==> src/rtl/control_param.sv <==
// Parametrised instruction sequencer/decoder driving PC, register file, ALU, data memory and IO.
// Optional MULT_HI_EN macro adds a MUL_WB state that writes the high half of a 0x6? multiply.
module control_param #(
  parameter int                DATA_W   = 8,
  parameter int                PC_W     = 8,
  parameter int                IO_CH    = 1,
  parameter int                ALU_LAT  = 3,
  parameter logic [DATA_W-1:0] BRK_CODE = 'hF0
) (
  input  logic                    clk,
  input  logic                    rst_n,
  input  logic [DATA_W-1:0]       instr,
  input  logic [2*DATA_W-1:0]     result,
  input  logic                    zo,
  input  logic                    no,
  input  logic                    co,
  input  logic [DATA_W-1:0]       rd_data,
  input  logic [DATA_W-1:0]       rr_data,
  input  logic [DATA_W-1:0]       data_mem,
  input  logic                    mem_ready,
  output logic                    inc,
  output logic                    jmp,
  output logic                    call,
  output logic                    ret,
  output logic [PC_W-1:0]         instaddr,
  output logic [7:0]              opcode,
  output logic                    cin,
  output logic [1:0]              rd_addr,
  output logic [1:0]              rr_addr,
  output logic                    wr_en,
  output logic [DATA_W-1:0]       data_reg_o,
  output logic                    mem_req,
  output logic                    data_wr_en,
  output logic [DATA_W-1:0]       data_addr,
  output logic [DATA_W-1:0]       data_mem_o,
  output logic [IO_CH*DATA_W-1:0] io_o,
  output logic                    halted
);

  typedef enum logic [4:0] {
    S_DECODE    = 5'd0,
    S_CMD_WAIT  = 5'd1,
    S_CMD_EXEC  = 5'd2,
    S_SETTLE1   = 5'd3,
    S_SETTLE2   = 5'd4,
    S_ALU_WAIT  = 5'd5,
    S_ALU_WB    = 5'd6,
    S_LD_WAIT   = 5'd7,
    S_LD_WB     = 5'd8,
    S_LD_SETTLE = 5'd9,
    S_MEM_RD    = 5'd10,
    S_MEM_WR    = 5'd11,
    S_IO_WR     = 5'd12,
    S_NOOP1     = 5'd13,
    S_NOOP2     = 5'd14,
    S_BRK       = 5'd15
`ifdef MULT_HI_EN
    ,
    S_MUL_WB    = 5'd16
`endif
  } state_t;

  state_t                         state_q, state_d;
  logic [7:0]                     ir_q, ir_d;
  logic [3:0]                     alu_cnt_q, alu_cnt_d;
  logic [IO_CH-1:0][DATA_W-1:0]   io_q, io_d;
  logic                           io_fire;
  logic                           brk_active;
  logic [31:0]                    io_sel;

  function automatic state_t dispatch(input logic [7:0] op);
    state_t s;
    s = S_ALU_WAIT;
    case (op[7:4])
      4'h4, 4'h5: s = S_CMD_WAIT;
      4'h3:       s = S_LD_WAIT;
      4'h2:       s = S_MEM_RD;
      4'h1:       s = S_MEM_WR;
      4'h7: begin
        if (op[3:2] == 2'b00) s = S_IO_WR;
        else if (op == 8'h7C) s = S_NOOP1;
        else if (op == 8'h7F) s = S_BRK;
        else                  s = S_ALU_WAIT;
      end
      default:    s = S_ALU_WAIT;
    endcase
    return s;
  endfunction

  assign io_sel = 32'(rr_data) % 32'(IO_CH);

  always_comb begin
    state_d    = state_q;
    ir_d       = ir_q;
    alu_cnt_d  = '0;
    io_fire    = 1'b0;
    brk_active = 1'b0;
    inc        = 1'b0;
    jmp        = 1'b0;
    call       = 1'b0;
    ret        = 1'b0;
    instaddr   = '0;
    opcode     = '0;
    cin        = 1'b0;
    rd_addr    = '0;
    rr_addr    = '0;
    wr_en      = 1'b0;
    data_reg_o = '0;
    mem_req    = 1'b0;
    data_wr_en = 1'b0;
    data_addr  = '0;
    data_mem_o = '0;
    halted     = 1'b0;

    // Outputs are forced quiet while reset is asserted, even though the state register sits in DECODE.
    if (rst_n) begin
      case (state_q)
        S_DECODE: begin
          inc     = 1'b1;
          ir_d    = instr[7:0];
          state_d = dispatch(instr[7:0]);
        end
        S_CMD_WAIT: state_d = S_CMD_EXEC;
        S_CMD_EXEC: begin
          instaddr = instr[PC_W-1:0];
          if (ir_q == 8'h50)                                   call = 1'b1;
          else if (ir_q == 8'h58)                              ret  = 1'b1;
          else if (ir_q == 8'h40)                              jmp  = 1'b1;
          else if (ir_q[7:4] == 4'h4 && |(ir_q[2:0] & {co, zo, no})) jmp = 1'b1;
          else                                                 inc  = 1'b1;
          state_d = S_SETTLE1;
        end
        S_SETTLE1: state_d = S_SETTLE2;
        S_SETTLE2: state_d = S_DECODE;
        S_ALU_WAIT: begin
          opcode  = ir_q;
          rd_addr = ir_q[3:2];
          rr_addr = ir_q[1:0];
          cin     = co;
          if (alu_cnt_q == 4'(ALU_LAT - 1)) begin
            state_d = S_ALU_WB;
          end else begin
            alu_cnt_d = alu_cnt_q + 4'd1;
          end
        end
        S_ALU_WB: begin
          opcode     = ir_q;
          rd_addr    = ir_q[3:2];
          rr_addr    = ir_q[1:0];
          cin        = co;
          wr_en      = 1'b1;
          data_reg_o = result[DATA_W-1:0];
`ifdef MULT_HI_EN
          state_d    = (ir_q[7:4] == 4'h6) ? S_MUL_WB : S_DECODE;
`else
          state_d    = S_DECODE;
`endif
        end
`ifdef MULT_HI_EN
        S_MUL_WB: begin
          opcode     = ir_q;
          cin        = co;
          wr_en      = 1'b1;
          rd_addr    = ir_q[1:0];
          data_reg_o = result[2*DATA_W-1:DATA_W];
          state_d    = S_DECODE;
        end
`endif
        S_LD_WAIT: state_d = S_LD_WB;
        S_LD_WB: begin
          wr_en      = 1'b1;
          rd_addr    = ir_q[3:2];
          data_reg_o = instr;
          inc        = 1'b1;
          state_d    = S_LD_SETTLE;
        end
        S_LD_SETTLE: state_d = S_DECODE;
        S_MEM_RD: begin
          mem_req   = 1'b1;
          data_addr = rr_data;
          rr_addr   = ir_q[1:0];
          if (mem_ready) begin
            wr_en      = 1'b1;
            rd_addr    = ir_q[3:2];
            data_reg_o = data_mem;
            state_d    = S_DECODE;
          end
        end
        S_MEM_WR: begin
          mem_req    = 1'b1;
          data_wr_en = 1'b1;
          data_addr  = rr_data;
          data_mem_o = rd_data;
          rd_addr    = ir_q[3:2];
          rr_addr    = ir_q[1:0];
          if (mem_ready) state_d = S_DECODE;
        end
        S_IO_WR: begin
          mem_req   = 1'b1;
          data_addr = rr_data;
          rr_addr   = ir_q[1:0];
          if (mem_ready) begin
            io_fire = 1'b1;
            state_d = S_DECODE;
          end
        end
        S_NOOP1: state_d = S_NOOP2;
        S_NOOP2: state_d = S_DECODE;
        S_BRK: begin
          halted     = 1'b1;
          brk_active = 1'b1;
        end
        default: state_d = S_DECODE;
      endcase
    end
  end

  for (genvar gi = 0; gi < IO_CH; gi++) begin : g_io
    assign io_d[gi] = (gi == 0 && brk_active)            ? BRK_CODE :
                      (io_fire && io_sel == 32'(gi))      ? data_mem :
                                                            io_q[gi];
  end

  always_ff @(posedge clk or negedge rst_n) begin
    if (!rst_n) begin
      state_q   <= S_DECODE;
      ir_q      <= '0;
      alu_cnt_q <= '0;
      io_q      <= '0;
    end else begin
      state_q   <= state_d;
      ir_q      <= ir_d;
      alu_cnt_q <= alu_cnt_d;
      io_q      <= io_d;
    end
  end

  assign io_o = io_q;

`ifndef MULT_HI_EN
  // The high product half only has a consumer when the multiply write-back state exists.
  logic mul_hi_unused;
  assign mul_hi_unused = ^result[2*DATA_W-1:DATA_W];
`endif

  if (DATA_W > 8) begin : g_wide_unused
    logic instr_hi_unused;
    assign instr_hi_unused = ^instr[DATA_W-1:8];
  end

endmodule

==> config.mk <==
export PLATFORM = sky130hd
export DESIGN_NAME = control_param
export DESIGN_NICKNAME = d
export VERILOG_FILES = /design/src/rtl/control_param.sv
export SDC_FILE = /design/constraint.sdc
export NUM_CORES = 1
export LEC_CHECK = 0
export CORE_MARGIN = 5
export CORE_UTILIZATION = 39
export CTS_CLUSTER_DIAMETER = 50
export DETAILED_ROUTE_END_ITERATION = 8
export PLACE_DENSITY = 0.82
export REMOVE_ABC_BUFFERS = 1
export SLEW_MARGIN = 20
export SYNTH_ARGS = -nofsm -noshare
export SYNTH_HDL_FRONTEND = slang
export SYNTH_SLANG_ARGS = --single-unit
export TNS_END_PERCENT = 30
==> constraint.sdc <==
create_clock -name clk -period 2.25 [get_ports clk]
set_input_delay 0.45 -clock clk [delete_from_list [all_inputs] [get_ports clk]]
set_output_delay 0.45 -clock clk [all_outputs]
set_load 0.02 [all_outputs]
==> results_dict.tcl <==
set metrics [dict create \
    finalWirelength_mm 7.22 \
    synth.distinct_cells 52 \
    slew_violations 0 \
    cts.root.buffer_cell "clkbuf_8" \
    die_x_um 81.8 \
    die_area_um2 6680 \
    clk_pin_slew_ns 0.09 \
    drt_pass1_iterations 4 \
    period_share 1.00 \
    worstMarginPinSlew_ns 0.468 \
    cts_hold_buf 0 \
    status "finished, violations left" \
    synth_simple_gate_area_share 0.336 \
    fp.coreArea_um2 5040 \
    io_pins 115 \
    max_cap_violations 0 \
    final_layout_size_suffix_gt1_frac 0.381 \
    rows 26 \
    dp_slack_ns -0.568 \
    violations "setup timing" \
    power_leakage_uw 0.00168 \
    drt-initial-drc-count 121 \
    whs_ns 0.313 \
    worstPathRequired_ns 1.80 \
    ff2ff_path_depth 6 \
    cts_made_buffers 3 \
    place.gp.congestion 0.947 \
    insertion_delay_ns 0.27 \
    syn_area_um2 2010 \
    synth_compound_area_frac 0.147 \
    cts_tree "yes" \
    synth_top_family_by_area "simple AND/OR/NAND/NOR gates" \
    fin_util 0.667 \
    setup_viol 1 \
    io_buffers 106 \
    vias_per_cell 5.09 \
    synth-xor-area-share 0.0262 \
    ys_top_cells_by_area "dfrtp_1 (30%), and2_1 (10%), mux2i_1 (7.0%), nand2_1 (6.4%), mux2_2 (3.9%)" \
    ant_nets 0 \
    cp_max_fo 4 \
    cp_data_arrival_time_ns 1.80 \
    grt_pass1_wl_mm 11.4 \
    wl_per_cell_um 15.8 \
    syn_inst 236 \
    yosysTopAreaCell "dfrtp_1" \
    area_growth_pct 67.4 \
    hold_path.class "in -> async" \
    fp.dieH_um 81.8 \
    r2r_end "state_q[3]" \
    grt_max_degree 17 \
    grt_usage 0.219 \
    critical_path_class "reg -> out" \
    async_reset_ff_frac 1.00 \
    avgSynthCellArea_um2 8.51 \
    ff2ff_setup_slack_ns 0.46 \
    ir_drop_uv 552 \
    ys_seq_area_frac 0.299 \
    maxSlewHeadroom 0.688 \
    layout_common_cells "buf_4 (55), clkdlybuf4s50_1 (48), nand2_1 (34)" \
    start_kind "flop" \
    via_count 2322 \
    cts_sinks 24 \
    hpwl_mm 5.65 \
    grt-ovfl-total 0 \
    synth_top_area_share 0.299 \
    rr_startpoint "state_q[3]" \
    antenna_cells 0 \
    drc_errors 0 \
    initial_core_util 0.398 \
    layout_commonest_cell "buf_4" \
    finalCriticalPeriod_ns 2.25 \
    final.setup.worst_slack_ns -0.00173 \
    htree_levels 1 \
    fillers 423 \
    placedCellCount 446 \
    ys_seq_elements 24 \
    fmax_ghz 0.444 \
    clock_skew_ns 0.00109 \
    end_kind "output port" \
    hold_viol_final 0 \
    nets 443 \
    synth_mux_area_frac 0.109 \
    final_cells 456 \
    yosysWarnings 0 \
    grt_pass1_vias 2376 \
    power_density_nw_per_um2 894 \
    synth_ff_type "dfrtp_1" \
    antenna_found_initial 0 \
    rsz0062_at_grt "yes" \
    synth_fa_ha_area_frac 0.0125 \
    clockBufferDepth 2 \
    synth_edf_count 0 \
]
==> per-layer routing <==
metal / routed length [um] / GRT usage / vias to the layer above
met4: 219 / 0.0831 / 0
met3: 470 / 0.0450 / 22
met2: 3740 / 0.384 / 84
li1: - / - / 1114
met1: 2800 / 0.260 / 1102
met5: 0 / 0 / -
==> critical path: stages, from the launching register on <==
cell and delay (ns):
dfrtp_1 0.40, buf_4 0.15, nor3b_4 0.24, buf_6 0.14
buf_6 0.09, a22o_1 0.15, nand2_1 0.07, a21oi_2 0.15
buf_6 0.13
==> cell usage after synthesis (3+ instances only) <==
library cell	n
xor2_1	3
clkbuf_1	3
and3_1	4
mux2_2	7
o21ai_1	3
nand3_1	4
buf_6	4
inv_1	5
nand2_1	34
and2_1	32
xnor2_1	3
nor2_1	16
nor2b_1	3
buf_2	4
o21ai_0	5
nor3b_1	3
mux2i_1	14
a22o_1	8
nor3_1	7
dfrtp_1	24
a21oi_1	12
==> what timing repair did <==
item                                    in CTS  in global routing
pin swaps                                    3                  6
endpoints found under the setup margin      53                 45
buffers inserted                             2                  4
resized for setup                          171                 66
==> area by class of cell <==
cell class                 count  area (um2)  share of cell area
timing repair buffer         161        1280               0.381
multi-input combinational    191        1310               0.391
tap                           70        87.6              0.0261
inverter                       6        22.5             0.00670
clock buffer                   4        55.1              0.0164
sequential                    24         602               0.179
==> logic make-up (layout without fill, tap and decap cells) <==
family	after synthesis	after routing
XOR/XNOR	6	6
adder cells (fa/ha/maj)	2	2
flip-flops	24	24
AND/OR/NAND/NOR	122	122
AO/OA/AOI/OAI	40	40
multiplexers	21	21
buffers and inverters	21	171
==> report_power, final <==
part,internal (uW),switching (uW)
logic,983,980
registers,596,136
clock network,157,152
==> how the worst max path moves through the flow <==
stage / slack, ns / from / to / cells past startpoint
after floorplan: -0.11 / state_q[3] / data_mem_o[0] / 4
after global placement: -0.52 / co / inc / 7
after detailed placement: -0.57 / co / inc / 7
after CTS: -0.11 / mem_ready / rd_addr[0] / 6
after global routing: -0.12 / state_q[1] / data_reg_o[3] / 8
final: -0.002 / state_q[3] / data_reg_o[3] / 8
==> metrics by stage <==
step | TNS [ns] | instance area [um2] | total power (uW)
after detailed placement | -23.28 | 3410 | 2600
after global placement | -22.25 | 3410 | 2560
after CTS | -0.504 | 3430 | 2940
final | -0.00173 | 3360 | 3000
after global routing | -0.759 | 3360 | 3200
after floorplan | -1.78 | 1890 | 1660
==> state kept, by name (all words and copies together), names as in the netlist <==
signal     count
state_q        4
io_o           8
alu_cnt_q      4
ir_q           8
No activity file was read; power rests on OpenSTA's default activity.
==> RTL change 1 (same settings) <==
Make the reset (`rst_n`) synchronous in one clocked block.
--- a/src/rtl/control_param.sv
+++ b/src/rtl/control_param.sv
@@ -222,5 +222,5 @@
   end
 
-  always_ff @(posedge clk or negedge rst_n) begin
+  always_ff @(posedge clk) begin
     if (!rst_n) begin
       state_q   <= S_DECODE;
Check against the original RTL: differs if rst_n is asserted again (counterexample within 4 cycles, from zero or initial values and one cycle with rst_n low); with rst_n held inactive, the same outputs for 10 cycles.
==> RTL change 1 against the original RTL <==
  * Cell area is 1.8% lower
  * Die area shrank 2.7%
  * Sequential cell count unchanged
  * Sequential power fell by 15%
  * Setup slack improved by 0.048 ns
  * Wire length fell by 1.6%
  * Final cell count unchanged
  * Area after synthesis decreased by 3.1%
  * Combinational power is 23% lower
  * Power down 19%
  * Synthesized cell count is 4.7% higher
  * Critical path type unchanged
  * Critical endpoint is now data_addr[5]
  * Largest cell class unchanged
  * Largest power group unchanged
==> RTL change 1: results <==
metrics = {
    "place": {
        "place.detailed.instances": 446,
        "gp_congestion": 0.886,
        "preCtsSetupSlack_ns": -0.613,
        "hpwlAfterDp_um": 5590,
        "place_area_um2": 3310,
    },
    "layout": {
        "layout.nonclk_buf_share_pct": 38.5,
        "share_of_cell_area_taken_by_multi_input_logic_gates_pct": 41.9,
        "fillers": 386,
        "layout-drive-gt1-share_pct": 28.8,
        "clkCellAreaFrac_pct": 1.67,
        "sequential_cell_area_um2": 488,
        "layout.comb_gates.multi_input": 200,
        "signal_buffers": 155,
    },
    "clock_tree": {
        "post_cts_resized": 152,
        "post_cts.repair.setup_buffers": 6,
        "h-tree-depth": 1,
    },
    "global_route": {
        "vias_in_the_first_global_route": 2345,
        "grt_first_pass_wirelength_um": 11300,
        "track_usage_pct": 21.7,
        "grt_start_max_net_pins": 14,
    },
    "power": {
        "power.density_cell_area_nw_per_um2": 740,
        "cellLeakagePower_uw": 0.00147,
        "ir_worst_vdd_uv": 455,
    },
    "yosys": {
        "synth_area_in_compound_gates_pct": 18.3,
        "seq_area_frac_synth_pct": 24.7,
        "library_cells_used_by_synthesis": 53,
        "synth_top_flop_cell": "sky130_fd_sc_hd__dfxtp_1",
        "synth_mux_area_share_pct": 8.23,
        "synthTopCellsByArea": "sky130_fd_sc_hd__dfxtp_1 (25%), sky130_fd_sc_hd__and2_1 (8.4%), sky130_fd_sc_hd__mux2i_1 (8.2%), sky130_fd_sc_hd__nor2_1 (5.0%), sky130_fd_sc_hd__a21oi_1 (4.9%)",
        "syn-mean-instance-area_um2": 7.88,
        "synth_xor_area_share_pct": 2.25,
        "post_synthesis_share_of_cell_area_spent_on_full_adders_half_adders_and_majority_gates_pct": 1.29,
        "ys_async_sr_fraction_pct": 0,
        "syn-instance-count": 247,
        "synth_commonest_cells": "sky130_fd_sc_hd__and2_1 (26), sky130_fd_sc_hd__nor2_1 (26), sky130_fd_sc_hd__dfxtp_1 (24)",
    },
    "detailed_routing": {
        "drt-total-wl_um": 7110,
        "dr.first_iter.drc_count": 167,
        "drt-vias-per-instance": 5.16,
        "vias_post_dr": 2355,
    },
    "setup_path": {
        "timing.critical_path.arrival_ns": 1.75,
        "critical_path.slowest_cell": "sky130_fd_sc_hd__dfxtp_2",
        "cp_slowest_stage_delay_ns": 0.36,
        "timing.reg2reg.setup_slack_ns": 0.70,
    },
    "worst_hold_path": {
        "hold_path.class": "flop to flop",
    },
    "sta": {
        "clock_skew_ns": 0.00482,
        "post-route-period-util_pct": 98.0,
        "final.hold.worst_slack_ns": 0.498,
        "worstMarginPinSlew_ns": 0.520,
    },
    "status": {
        "run_status": "completed",
    },
}
==> RTL change 1: final timing paths <==
kind,start,to,depth (start not counted)
setup reg to reg,state_q[1],ir_q[1],6
hold / removal,alu_cnt_q[0],alu_cnt_q[0],1
hold reg to reg,alu_cnt_q[0],alu_cnt_q[0],1
setup / recovery,state_q[2],data_addr[5],6
==> RTL change 1: report_power, final <==
group | leakage (uW) | switching, uW | total, uW | internal, uW
clock network | 0.0000288 | 150 | 306 | 156
registers | 0.000197 | 106 | 625 | 519
logic | 0.00125 | 751 | 1510 | 757
==> RTL change 1: routing by layer <==
layer | track usage [%] | vias to the layer above | share of wire, %
met2 | 38.2 | 90 | 51
met5 | 0 | - | 0
met4 | 5.74 | 0 | 1.2
met3 | 3.25 | 10 | 6.1
met1 | 27.4 | 1104 | 42
li1 | - | 1151 | -
==> RTL change 2 (config.mk and constraints unchanged) <==
Without the edit above. Build with the macro `MULT_HI_EN` defined.
--- a/src/rtl/control_param.sv
+++ b/src/rtl/control_param.sv
@@ -1,4 +1,6 @@
 // Parametrised instruction sequencer/decoder driving PC, register file, ALU, data memory and IO.
 // Optional MULT_HI_EN macro adds a MUL_WB state that writes the high half of a 0x6? multiply.
+`define MULT_HI_EN
+
 module control_param #(
   parameter int                DATA_W   = 8,
Function: changed (a bounded check fails within 10 cycles, from zero or initial values and one cycle with rst_n low).
==> RTL change 2 against the original RTL <==
  * The run still ends with negative setup slack left
  * Sequential cell count increased by 1
  * Wire length rose by 22%
  * Synthesized cell count increased by 8.1%
  * Sequential power up 8.7%
  * Hold slack improved by 0.10 ns
  * Area after synthesis is 4.9% higher
  * Setup slack got worse by 0.20 ns
  * Clock power shrank 7.1%
  * Final cell count increased by 9.9%
  * Maximum frequency shrank 8.2%
  * Clock skew grew 0.0097 ns
  * Cell area increased by 21%
  * Power grew 24%
  * Critical path type unchanged
  * Largest cell class is now buffers
==> RTL change 2: results <==
metrics = {
    "status": {
        "run_status": "finished, violations left",
        "violations": "negative setup slack",
    },
    "detailed_routing": {
        "dr.first_iter.drc_count": 220,
        "vias_post_dr": 2768,
        "drt-vias-per-instance": 5.52,
    },
    "sta": {
        "final.hold.worst_slack_ns": 0.415,
        "fin_ws_ns": -0.203,
        "worstMarginPinSlew_ns": 0.454,
        "clock_skew_ns": 0.0108,
        "setup_violations": 31,
    },
    "layout": {
        "layout-drive-gt1-share_pct": 45.5,
        "fillers": 344,
    },
    "yosys": {
        "library_cells_used_by_synthesis": 55,
        "seq_area_frac_synth_pct": 29.7,
        "synth_commonest_cells": "sky130_fd_sc_hd__and2_1 (28), sky130_fd_sc_hd__dfrtp_1 (25), sky130_fd_sc_hd__nand2_1 (25)",
        "syn-mean-instance-area_um2": 8.26,
    },
    "global_route": {
        "vias_in_the_first_global_route": 2829,
        "track_usage_pct": 24.2,
    },
    "power": {
        "ir_worst_vdd_uv": 601,
        "cellLeakagePower_uw": 0.00188,
    },
    "setup_path": {
        "timing.critical_path.arrival_ns": 2.00,
        "timing.reg2reg.setup_slack_ns": 0.12,
        "critical_path.slowest_cell": "sky130_fd_sc_hd__or3b_4",
        "regToRegStartpoint": "state_q[2]",
        "critical_path.top_delay_family": "simple AND/OR/NAND/NOR gates",
    },
    "place": {
        "io_buffers": 114,
        "gp_congestion": 0.936,
    },
}
==> RTL change 2: cell count changes after synthesis, sizes merged, moves of 5 or more <==
| cell | unedited run | this run |
|---|---|---|
| and3 | 5 | 13 |
| a22o | 8 | 0 |
| a222oi | 1 | 9 |
| nand2 | 35 | 26 |
| and2 | 33 | 28 |
| mux2i | 14 | 9 |
==> RTL change 2: per-stage QoR <==
step           instance area, um^2  worst slack (ns)  TNS [ns]
2_1_floorplan                 2030            -0.117     -1.06
3_3_place_gp                  3770            -0.523    -22.69
3_5_place_dp                  3770            -0.587    -24.98
4_1_cts                       3890            -0.160     -2.28
5_1_grt                       4060            -0.290     -5.34
6_report                      4060            -0.203     -2.97
==> RTL change 2: per-layer routing <==
layer / wire [um] / GRT usage (%) / share of wire (%)
met5: 0 / 0 / 0
met3: 714 / 5.23 / 8.1
met4: 101 / 5.85 / 1.1
met1: 3610 / 28.7 / 41
met2: 4410 / 44.2 / 50
==> RTL change 2: kinds of logic after synthesis <==
group           share of synthesized area [%]
flops                                    29.7
compound gates                           18.4
buf+inv                                  4.34
simple gates                             34.8
mux                                      9.09
fa+ha+maj                                1.19
xor+xnor                                 2.50
==> RTL change 2: power by group <==
group          switching (uW)  leakage (uW)  internal [uW]
Sequential                169      0.000319            626
Combinational            1270       0.00154           1370
Clock                     161     0.0000217            126
==> RTL change 2: repair_timing <==
item / CTS / global route
hold buffers: 0 / 0
buffers inserted: 6 / 1
cloned: 3 / 0
endpoints found under the setup margin: 53 / 53
gates resized for setup: 264 / 83
pin swaps: 13 / 6
==> RTL change 2: cell type report <==
cell class,instances,share of cell area (%)
repair buffers,187,41.0
clock inverters,1,0.185
well taps,70,2.16
multi-input cells,212,39.8
inverters,3,0.277
clock buffers,3,1.02
flip-flops and latches,25,15.5
==> RTL change 2: worst max path at each step <==
| stage | startpoint | to | cells past startpoint |
|---|---|---|---|
| after detailed placement | rst_n | data_addr[0] | 5 |
| after global placement | rst_n | data_reg_o[1] | 4 |
| after CTS | state_q[4] | data_reg_o[7] | 6 |
| after floorplan | state_q[2] | data_reg_o[0] | 5 |
| after global routing | state_q[1] | data_reg_o[7] | 6 |
| final | state_q[1] | data_reg_o[5] | 6 |
